`config.mk`:
```
export PLATFORM = sky130hd
export DESIGN_NAME = alu_control_unit
export DESIGN_NICKNAME = d
export VERILOG_FILES = /design/src/rtl/alu_ctrl_pkg.sv /design/src/rtl/alu_ctrl_decode.sv /design/src/rtl/alu_control_unit.sv
export SDC_FILE = /design/constraint.sdc
export NUM_CORES = 1
export LEC_CHECK = 0
export ABC_AREA = 1
export ABC_CLOCK_PERIOD_IN_PS = 1100
export CORE_UTILIZATION = 35
export CTS_BUF_LIST = sky130_fd_sc_hd__clkbuf_4 sky130_fd_sc_hd__clkbuf_8
export DETAILED_ROUTE_END_ITERATION = 12
export PLACE_DENSITY = 0.83
export SLEW_MARGIN = 25
export SYNTH_ARGS = -nofsm -noshare
export SYNTH_HDL_FRONTEND = slang
export SYNTH_SLANG_ARGS = --single-unit
export TNS_END_PERCENT = 5
```
`constraint.sdc`:
```
create_clock -name clk -period 1.1 [get_ports clk]
set_clock_uncertainty 0.05 [all_clocks]
set_input_delay 0.22 -clock clk [delete_from_list [all_inputs] [get_ports clk]]
set_output_delay 0.22 -clock clk [all_outputs]
set_load 0.02 [all_outputs]
```
`src/rtl/alu_ctrl_pkg.sv`:
```
// alu_ctrl_pkg: shared state codes, op codes, operand-select codes and strobe indices for the ALU sequencer
package alu_ctrl_pkg;
  localparam int W = 8;
  localparam logic [3:0] S_IDLE   = 4'd0;
  localparam logic [3:0] S_LOAD_Q = 4'd1;
  localparam logic [3:0] S_LOAD_M = 4'd2;
  localparam logic [3:0] S_CLR_A  = 4'd3;
  localparam logic [3:0] S_EXAM   = 4'd4;
  localparam logic [3:0] S_MSHIFT = 4'd5;
  localparam logic [3:0] S_DSHIFT = 4'd6;
  localparam logic [3:0] S_DSUB   = 4'd7;
  localparam logic [3:0] S_DCHK   = 4'd8;
  localparam logic [3:0] S_DFIN   = 4'd9;
  localparam logic [3:0] S_DONE   = 4'd10;
  typedef enum logic [1:0] {OP_ADD = 2'b00, OP_SUB = 2'b01, OP_MUL = 2'b10, OP_DIV = 2'b11} op_t;
  localparam logic [1:0] SEL_X    = 2'b00;
  localparam logic [1:0] SEL_Y    = 2'b01;
  localparam logic [1:0] SEL_ZERO = 2'b10;
  localparam int C_LDQ = 0;
  localparam int C_LDM = 1;
  localparam int C_LDA = 2;
  localparam int C_SUB = 3;
  localparam int C_SHF = 4;
  localparam int C_CNT = 5;
  localparam int C_SIN = 6;
  localparam int C_OUT = 7;
endpackage

```
`src/rtl/alu_ctrl_decode.sv`:
```
// alu_ctrl_decode: combinational map from sequencer state and datapath status to strobes and operand select
module alu_ctrl_decode
  import alu_ctrl_pkg::*;
(
  input  logic [3:0] state,
  input  logic [1:0] op,
  input  logic       q0,
  input  logic       qm1,
  input  logic       first,
  input  logic       a7,
  input  logic       qbit,
  input  logic       err,
  output logic [7:0] c,
  output logic [1:0] opnd_sel
);
  logic [1:0] pair;
  always_comb begin
    pair = {q0, first ? 1'b0 : qm1};
    c = '0;
    opnd_sel = SEL_X;
    case (state)
      S_LOAD_Q: c[C_LDQ] = 1'b1;
      S_LOAD_M: begin
        opnd_sel = SEL_Y;
        c[C_LDM] = 1'b1;
      end
      S_CLR_A: begin
        opnd_sel = SEL_ZERO;
        c[C_LDA] = 1'b1;
      end
      S_EXAM: begin
        c[C_LDA] = ^pair;
        c[C_SUB] = pair == 2'b10;
      end
      S_MSHIFT: begin
        c[C_SHF] = 1'b1;
        c[C_CNT] = 1'b1;
        c[C_SIN] = a7;
      end
      S_DSHIFT: begin
        c[C_SHF] = 1'b1;
        c[C_CNT] = 1'b1;
        c[C_SIN] = qbit;
      end
      S_DSUB: begin
        c[C_LDA] = 1'b1;
        c[C_SUB] = 1'b1;
      end
      S_DCHK: c[C_LDA] = a7;
      // final shift brings in the last quotient bit; counter has already wrapped
      S_DFIN: begin
        c[C_SHF] = 1'b1;
        c[C_SIN] = qbit;
      end
      S_DONE: c[C_OUT] = op[1] & ~err;
      default: c = '0;
    endcase
  end
endmodule

```
`src/rtl/alu_control_unit.sv`:
```
// alu_control_unit: add/sub, Booth multiply and restoring divide sequencer for the 8-bit arithmetic unit
// DIV0_CHK_EN enables the divide-by-zero check that sets err and skips the divide loop.
module alu_control_unit
  import alu_ctrl_pkg::*;
(
  input  logic         clk,
  input  logic         rst,
  input  logic         start,
  input  logic [1:0]   op,
  input  logic [W-1:0] in,
  input  logic         ack,
  input  logic         cnt_done,
  input  logic         q0,
  input  logic         qm1,
  input  logic         a7,
  output logic [7:0]   c,
  output logic [1:0]   opnd_sel,
  output logic         busy,
  output logic         done,
  output logic         err
);
  logic [3:0] state_q, state_d;
  logic qbit_q, qbit_d, first_q, first_d, last_q, last_d, err_q, err_d;
  logic div0;
`ifdef DIV0_CHK_EN
  assign div0 = op == OP_DIV && in == '0;
`else
  logic unused_in;
  assign unused_in = ^in;
  assign div0 = 1'b0;
`endif
  always_comb begin
    state_d = state_q;
    qbit_d = qbit_q;
    first_d = first_q;
    last_d = last_q;
    err_d = err_q;
    case (state_q)
      S_IDLE: if (start) begin
        state_d = S_LOAD_Q;
        err_d = 1'b0;
      end
      S_LOAD_Q: state_d = S_LOAD_M;
      S_LOAD_M: begin
        state_d = op[1] ? S_CLR_A : S_DONE;
        err_d = err_q | div0;
      end
      S_CLR_A: begin
        first_d = 1'b1;
        qbit_d = 1'b0;
        state_d = err_q ? S_DONE : op[0] ? S_DSHIFT : S_EXAM;
      end
      S_EXAM: state_d = S_MSHIFT;
      S_MSHIFT: begin
        first_d = 1'b0;
        state_d = cnt_done ? S_DONE : S_EXAM;
      end
      S_DSHIFT: begin
        last_d = cnt_done;
        state_d = S_DSUB;
      end
      S_DSUB: state_d = S_DCHK;
      S_DCHK: begin
        qbit_d = ~a7;
        state_d = last_q ? S_DFIN : S_DSHIFT;
      end
      S_DFIN: state_d = S_DONE;
      S_DONE: state_d = ack ? S_IDLE : S_DONE;
      default: state_d = S_IDLE;
    endcase
  end
  always_ff @(posedge clk or posedge rst) begin
    if (rst) begin
      state_q <= S_IDLE;
      qbit_q <= 1'b0;
      first_q <= 1'b0;
      last_q <= 1'b0;
      err_q <= 1'b0;
    end else begin
      state_q <= state_d;
      qbit_q <= qbit_d;
      first_q <= first_d;
      last_q <= last_d;
      err_q <= err_d;
    end
  end
  alu_ctrl_decode u_decode (
    .state(state_q),
    .op(op),
    .q0(q0),
    .qm1(qm1),
    .first(first_q),
    .a7(a7),
    .qbit(qbit_q),
    .err(err_q),
    .c(c),
    .opnd_sel(opnd_sel)
  );
  assign busy = state_q != S_IDLE;
  assign done = state_q == S_DONE;
  assign err = err_q;
endmodule

```
==> metrics, run 1 <==
pwr/cell area=~2700 nW/um2; Worst setup EP type=primary output; DRT antenna net count=0; # diodes=0; Post-Layout Cell Count=between 100 and 150; DR WL/cell=12.2 um; Syn. warnings=0; dpl cells=roughly 140; CP Depth=5; vias in the first global route=700; fraction of registers with async set or reset after synthesis=1.00; Initial Util=0.398; Synth cell types=18; total power draw=around 2800 uW; core area=1380 um2; Mapped Cells=86; drc violations=0; worst setup margin=-556 ps; vias per cell=4.88; Final nets=~150; Leak=about 0.00057 uW; Synth-to-Final Area Change=86.6%; total wire length=~1800 um; Critical path origin=state_q[1]$_DFFE_PP0P_; hold buffer count at CTS=0; io pins=31; fmax=~0.60 GHz; Yosys top cell area share=0.318; WP buf/inv=2; power share of the sequential group=0.191; cts bufs inserted=3; share of cells above drive strength 1=0.496; Fin. Hold Viols=0; Min Hold Slack=129 ps; Final Wtd Congestion=0.930; H-tree levels=1; area leader, netlist=dfrtp_1; RSZ-0062 raised after global routing=true; Psw=~1400 uW; input/output buffers=21; area of the die=about 1700 um2; Worst Path Arrival=about 1400 ps; Tmin final=about 1700 ps; Tightest Hold Check Type=in2async; R2R cell count=8; r2r setup slk=-310 ps; DRT iter0 DRCs=17; maximum fanout along the worst path=4; CTS tree=built; hpwl dp=between 1000 and 1500 um; CTS Buffer Depth=2; Mean Syn Cell Area=6.40 um2; Final setup viols=19; Worst R2R Start=state_q[1]$_DFFE_PP0P_; clk_lat worst skew=roughly 270 ps; first-pass GRT wire length=between 3000 and 4000 um; die span in y=between 40 and 50 um; Crit path largest cell delay=approximately 420 ps; total congestion overflow=0; CP Data Required Time=between 800 and 900 ps; CP Capture Point=c[2]; type of origin of the critical path=flip-flop; Top FF cell, synth=dfrtp_1; slowest cell on the critical path=dfrtp_1; CTS clk-pin slew, worst paths=approximately 60 ps; Syn Nets=105; Worst path top cell family by delay=flip-flops; commonest non-fill, non-tap cell in the layout=nand2_1; root buf cell=clkbuf_4; Crit Path Category=reg2out; synth top area cells=dfrtp_1, nand2_1, nand3_1; final core utilization=0.743; Switching Fraction=0.482; CTS sink count=7; Crit path top cell by count=buf_4; status=complete, but fails checks; pin count of the biggest net entering global routing=8; antenna violations before repair=0; via count=between 700 and 800; clock power share=0.091; Reg-to-Reg End=state_q[0]$_DFFE_PP0P_; critical path, cell by cell=buf_4 > nor2_4 > nand2_1 > o211ai_1 > buf_4; Die Wd=between 40 and 50 um; Total Routing Usage GR=0.236; Syn Std Cell Area=between 500 and 600 um2; EDFF count, synth=0; Initial DRT Pass Iterations=4; Worst VDD drop=around 1400 uV; internal power=about 1500 uW; Core Rows=13; violations in the final reports=negative setup slack; Tcrit/Tclk final=1.51; Slew Viols, Final=0; commonest cells after routing, fill and taps aside=nand2_1, buf_4, nand3_1; power share of the combinational group=0.718; Max Cap Violations=0; #FFs+latches synth=7; register area share after synthesis=0.318
synth_stat cells (2+ instances only):
library cell / count
o21ai_1: 2
nor2_4: 3
nand2_1: 29
nor2_2: 3
nand3_1: 11
nor4_1: 2
nor2_1: 6
dfrtp_1: 7
inv_1: 12
inv_2: 3
layout make-up:
| type | count | area, um2 |
|---|---|---|
| multi-input cells | 63 | 379 |
| repair buffers | 42 | 367 |
| fillers | 105 | 355 |
| flip-flops and latches | 7 | 179 |
| inverters | 15 | 56.3 |
| clock buffers | 3 | 22.5 |
| well taps | 15 | 18.8 |
| clock inverters | 1 | 5.00 |
power by group through the flow:
stage	clock [uW]	combinational (uW)	sequential (uW)
CTS	257	1880	542
floorplan	0	885	530
global placement	0	1760	516
finish	258	2020	539
detailed placement	0	1820	526
global route	267	2190	553
state kept, by name (all words and copies together), names as in the netlist:
signal / count
qbit_q: 1
last_q: 1
first_q: 1
state_q: 4
per-stage QoR:
stage          setup WS [ps]  setup TNS (ps)  area, um2
2_1_floorplan           -249           -1640        571
3_3_place_gp            -927           -8810        942
3_5_place_dp            -968           -9190        942
4_1_cts                 -571           -6770        988
5_1_grt                 -631           -7820       1030
6_report                -556           -6690       1030
metal layers:
| metal | vias up | share of wire | wire, um | track usage |
|---|---|---|---|---|
| li1 | 357 | - | - | - |
| met4 | 0 | 0.017 | 31 | 0.148 |
| met2 | 43 | 0.54 | 956 | 0.425 |
| met1 | 308 | 0.36 | 647 | 0.253 |
| met3 | 4 | 0.084 | 150 | 0.0348 |
| met5 | - | 0 | 0 | 0 |
worst register-to-register path: cells and delay by family, from the launching register on:
family / cells / cell delay, ps
flip-flops: 1 / 420
buffers and inverters: 3 / 450
AND/OR/NAND/NOR: 5 / 390
repair_timing:
item                       4_1_cts  5_1_grt
resized for setup               72       14
setup buffers                    1        0
gates cloned                     0        0
pin swaps                        9        0
setup endpoints to repair       19       19
kinds of logic (layout without fill, tap and decap cells):
group	Yosys count	count (layout)	share of synthesized area
simple gates	56	56	0.480
compound gates	5	5	0.0568
flops	7	7	0.318
buf+inv	16	61	0.116
other cells	1	1	0.00681
fa+ha+maj	1	1	0.0227
worst min-delay path by stage:
stage,from,depth (start not counted),end
after global routing,rst,2,qbit_q$_DFFE_PP0P_
after detailed placement,rst,2,qbit_q$_DFFE_PP0P_
after global placement,rst,2,qbit_q$_DFFE_PP0P_
after CTS,rst,2,qbit_q$_DFFE_PP0P_
after floorplan,rst,1,first_q$_DFFE_PP0P_
final,rst,2,qbit_q$_DFFE_PP0P_
No activity file was read; power rests on OpenSTA's default activity.
==> run 2: changes to the inputs <==
Settings changed: SETUP_SLACK_MARGIN from default to 0.4, SKIP_CTS_REPAIR_TIMING from default to 1.
==> run 2 against run 1 <==
Compared with the run above: the flow still finishes with violations (negative setup slack); utilization increased by 0.090 points; sequential cell count is the same; first-iteration DRC count decreased by 47%; non-clock buffer count unchanged; wire length up 11%; critical endpoint unchanged; hold slack got worse by 8.6 ps; final area up 0.12%; via count grew 5.8%.
==> metrics, run 2 (synthesis gave the netlist of run 1 again) <==
total power draw=2870 uW; slowest cell on the critical path=dfrtp_1; Final setup viols=19; Worst VDD drop=between 1500 and 2000 uV; commonest cells after routing, fill and taps aside=nand2_1, buf_4, nand3_1; Tightest Hold Check Type=in2async; Worst Path Arrival=about 1400 ps; Leak=between 0.0005 and 0.0006 uW; Initial DRT Pass Iterations=4; hpwl dp=about 1400 um; Die Wd=41.7 um; met2 WL post-DR=987 um; pin count of the biggest net entering global routing=8; DP Area=~940 um2; Tcrit/Tclk final=1.52; DRT iter0 DRCs=9; Post-Layout Inst Area=around 1000 um2; H-tree levels=1; drc violations=0; Synth-to-Final Area Change=86.8%; Tmin final=~1700 ps; clk_lat worst skew=270 ps; share of cells above drive strength 1=0.496; vias per cell=roughly 5.2; DRT antenna net count=0; total congestion overflow=0; CTS tree=built; first-pass GRT wire length=roughly 2900 um; Fin. Hold Viols=0; Initial Util=0.398; r2r setup slk=-320 ps; worst setup margin=-570 ps; fillcell total=between 100 and 150; RSZ-0062 raised after global routing=true; # diodes=0; Final Wtd Congestion=0.930; Total Routing Usage GR=0.222; Crit path top cell by count=buf_4; Worst setup EP type=primary output; status=complete, but fails checks; vias in the first global route=679; core area=1380 um2; fmax=0.599 GHz; commonest non-fill, non-tap cell in the layout=nand2_1; total negative setup slack=-7080 ps; io pins=31; die span in y=around 42 um; CP Data Required Time=roughly 830 ps; cts bufs inserted=3; Max Cap Violations=0; via count=about 750; area of the die=between 1500 and 2000 um2; Max Used Layer=met4; CTS clk-pin slew, worst paths=about 60 ps; CTS sink count=7; input/output buffers=21; violations in the final reports=negative setup slack; dpl ws=-968 ps; met1 wire length=roughly 710 um; CTS Buffer Depth=2; DR WL/cell=~14 um; met3 WL=around 170 um; Slew Viols, Final=0; Crit Path Category=reg2out; total wire length=roughly 2000 um; flip-flop count of the largest register after layout=4; final core utilization=0.744; maximum fanout along the worst path=4; R2R cell count=8; Final nets=about 150; type of origin of the critical path=flip-flop; pwr/cell area=around 2800 nW/um2; Crit path largest cell delay=420 ps; Biggest register=state_q; Core Rows=13; antenna violations before repair=0; root buf cell=clkbuf_4; critical path, cell by cell=buf_4 > nor2_4 > nand2_1 > o211ai_1 > buf_4
-- run 2: report_power, final --
part | internal [uW] | total [uW] | switching, uW
registers | 382 | 539 | 157
logic | 947 | 2070 | 1130
clock network | 135 | 263 | 128
total | 1460 | 2870 | 1410
-- run 2: path summary, 6_finish.rpt --
kind	from	end
min in group clk	last_q$_DFFE_PP0P_	last_q$_DFFE_PP0P_
hold reg to reg	last_q$_DFFE_PP0P_	last_q$_DFFE_PP0P_
setup reg to reg	state_q[1]$_DFFE_PP0P_	state_q[0]$_DFFE_PP0P_
hold / removal	rst	first_q$_DFFE_PP0P_
setup / recovery	state_q[1]$_DFFE_PP0P_	c[2]
max in group asynchronous	rst	state_q[0]$_DFFE_PP0P_
-- run 2: through the flow --
step	hold WS [ps]	instances
after floorplan	-26.7	86
after global placement	405	141
after detailed placement	428	141
after CTS	144	145
after global routing	164	146
final	120	146
-- run 2: critical path: cells and delay by family, from the launching register on --
family,cells,cell delay [ps]
flip-flops,1,420
buffers and inverters,2,330
AND/OR/NAND/NOR,2,200
AO/OA/AOI/OAI,1,170
-- run 2: routing by layer --
layer  up-vias  global-route usage
met5         -                   0
met4         0               0.142
met3        16              0.0478
met2        59               0.384
met1       323               0.243
li1        355                   -
-- run 2: area by class of cell --
class,instances,area (um2),share of cell area
clock buffer,3,22.5,0.0219
tap,15,18.8,0.0182
clock inverter,1,5.00,0.00487
multi-input combinational,63,385,0.375
inverter,15,56.3,0.0547
timing repair buffer,42,362,0.352
sequential,7,179,0.174
==> run 3: changes to the inputs <==
Settings changed: CORE_AREA from default to 2 2 39 41, CORE_UTILIZATION 35 to default, CTS_CLUSTER_SIZE from default to 30, DIE_AREA from default to 0 0 41 43, DONT_BUFFER_PORTS from default to 1, PLACE_DENSITY 0.83 to 0.64.
==> run 3 against run 2 <==
Compared with the run above: wire length decreased by 20%; sequential share of layout area rose by 3.4 points; first-iteration DRC count up 110%; the flow still finishes with violations (negative setup slack); sequential cell count unchanged; clock power increased by 4%; cell count shrank 8.9%; largest power group unchanged; global-route usage is 1.9 points lower.
==> metrics, run 3 (synthesis gave the netlist of run 1 again) <==
RSZ-0062 raised after global routing=true; CP Capture Point=c[2]; pwr/cell area=2950 nW/um2; vias per cell=4.86; Final setup viols=19; Worst setup EP type=primary output; type of origin of the critical path=flip-flop; DR WL/cell=12.0 um; Total Routing Usage GR=0.204; Biggest register=state_q; internal power=roughly 1300 uW; met2 WL post-DR=roughly 800 um; H-tree levels=1; commonest cells after routing, fill and taps aside=buf_4, nand2_1, nand3_1; Synth-to-Final Area Change=57.3%; io pins=31; Crit Path Category=reg2out; status=complete, but fails checks; DRT antenna net count=0; CTS Buffer Depth=2; Tmin final=1600 ps; Slew Viols, Final=0; Worst VDD drop=approximately 1500 uV; Worst R2R Start=state_q[3]$_DFFE_PP0P_; total wire length=1590 um; met1 wire length=roughly 660 um; CTS clk-pin slew, worst paths=60 ps; Fin. Hold Viols=0; cts bufs inserted=3; Initial Util=0.398; Tcrit/Tclk final=1.45; power share of the sequential group=0.214; Switching Fraction=0.479; fillcell total=138; die span in y=roughly 43 um; commonest non-fill, non-tap cell in the layout=buf_4; Tightest Hold Check Type=in2reg; antenna violations before repair=0; core area=about 1400 um2; clock power share=0.107; area of the die=1760 um2; via count=between 600 and 700; CTS tree=built; share of cells above drive strength 1=0.487; CTS sink count=7; pin count of the biggest net entering global routing=8; vias in the first global route=585; worst setup margin=-498 ps; R2R cell count=6; CP Data Required Time=830 ps; r2r setup slk=-240 ps; input/output buffers=0; DRT iter0 DRCs=19; power share of the combinational group=0.678; Leak=just under 0.0005 uW; clk_lat worst skew=270 ps; violations in the final reports=negative setup slack; Max Used Layer=met4; Critical path origin=state_q[3]$_DFFE_PP0P_; Max Cap Violations=0; # diodes=0; Core Rows=14; total congestion overflow=0; fmax=~0.63 GHz; drc violations=0; Psw=between 1000 and 1500 uW; hpwl dp=~1200 um; flip-flop count of the largest register after layout=4; Die Wd=about 40 um; Reg-to-Reg End=qbit_q$_DFFE_PP0P_; Final Wtd Congestion=roughly 0.90; total power draw=approximately 2600 uW; met3 WL=101 um; root buf cell=clkbuf_4; maximum fanout along the worst path=7; first-pass GRT wire length=~2400 um; final core utilization=0.626; Worst Path Arrival=between 1000 and 1500 ps; Final nets=between 100 and 150; Initial DRT Pass Iterations=4
-- run 3: cell count changes in the layout (fill, tap and decap cells not counted), moves of 2 or more --
cell	change
buf_4	+7
buf_2	-2
nand2_1	+2
clkdlybuf4s50_1	-9
clkbuf_2	-2
buf_6	-9
-- run 3: stage by stage --
stage          hold slack [ps]  cell area (um2)  setup TNS [ps]  worst slack, ps  std cells
5_1_grt                   14.6              866           -7640             -551        133
3_5_place_dp              11.6              771           -3550             -269        126
6_report                  3.59              866           -6500             -498        133
2_1_floorplan            -26.7              571           -1640             -249         86
4_1_cts                   -270              801           -7090             -562        130
3_3_place_gp              6.44              771           -3250             -239        126
-- run 3: power by group through the flow --
stage | combinational (uW) | clock (uW) | sequential, uW
after floorplan | 885 | 0 | 530
after global placement | 1540 | 0 | 539
after detailed placement | 1570 | 0 | 545
after CTS | 1570 | 273 | 543
after global routing | 1890 | 283 | 563
final | 1730 | 274 | 548
-- run 3: worst min path at each step --
stage               cells after the start                  end  slack [ps]  start
floorplan                               1  first_q$_DFFE_PP0P_         -30    rst
global placement                        1   qbit_q$_DFFE_PP0P_           6    rst
detailed placement                      1   qbit_q$_DFFE_PP0P_          10    rst
CTS                                     1  first_q$_DFFE_PP0P_        -270    rst
global route                            1   qbit_q$_DFFE_PP0P_          10     a7
finish                                  1   qbit_q$_DFFE_PP0P_           4     a7
-- run 3: critical path, cell delays in order (launching register included) --
cell,delay [ps]
dfrtp_2,440
nor2_4,210
nand2_1,70
o211ai_1,170
buf_4,170
-- run 3: routing by layer --
layer,global-route usage,vias to the layer above
li1,-,331
met2,0.322,29
met5,0,-
met3,0.0471,4
met1,0.256,283
met4,0.0800,0
-- run 3: area by class of cell --
type / count / area [um2] / area share
Clock buffer: 4 / 30.0 / 0.0347
Inverter: 15 / 56.3 / 0.0650
Multi-Input combinational cell: 63 / 367 / 0.423
Sequential cell: 7 / 180 / 0.208
Tap cell: 16 / 20.0 / 0.0231
Timing Repair Buffer: 28 / 213 / 0.246
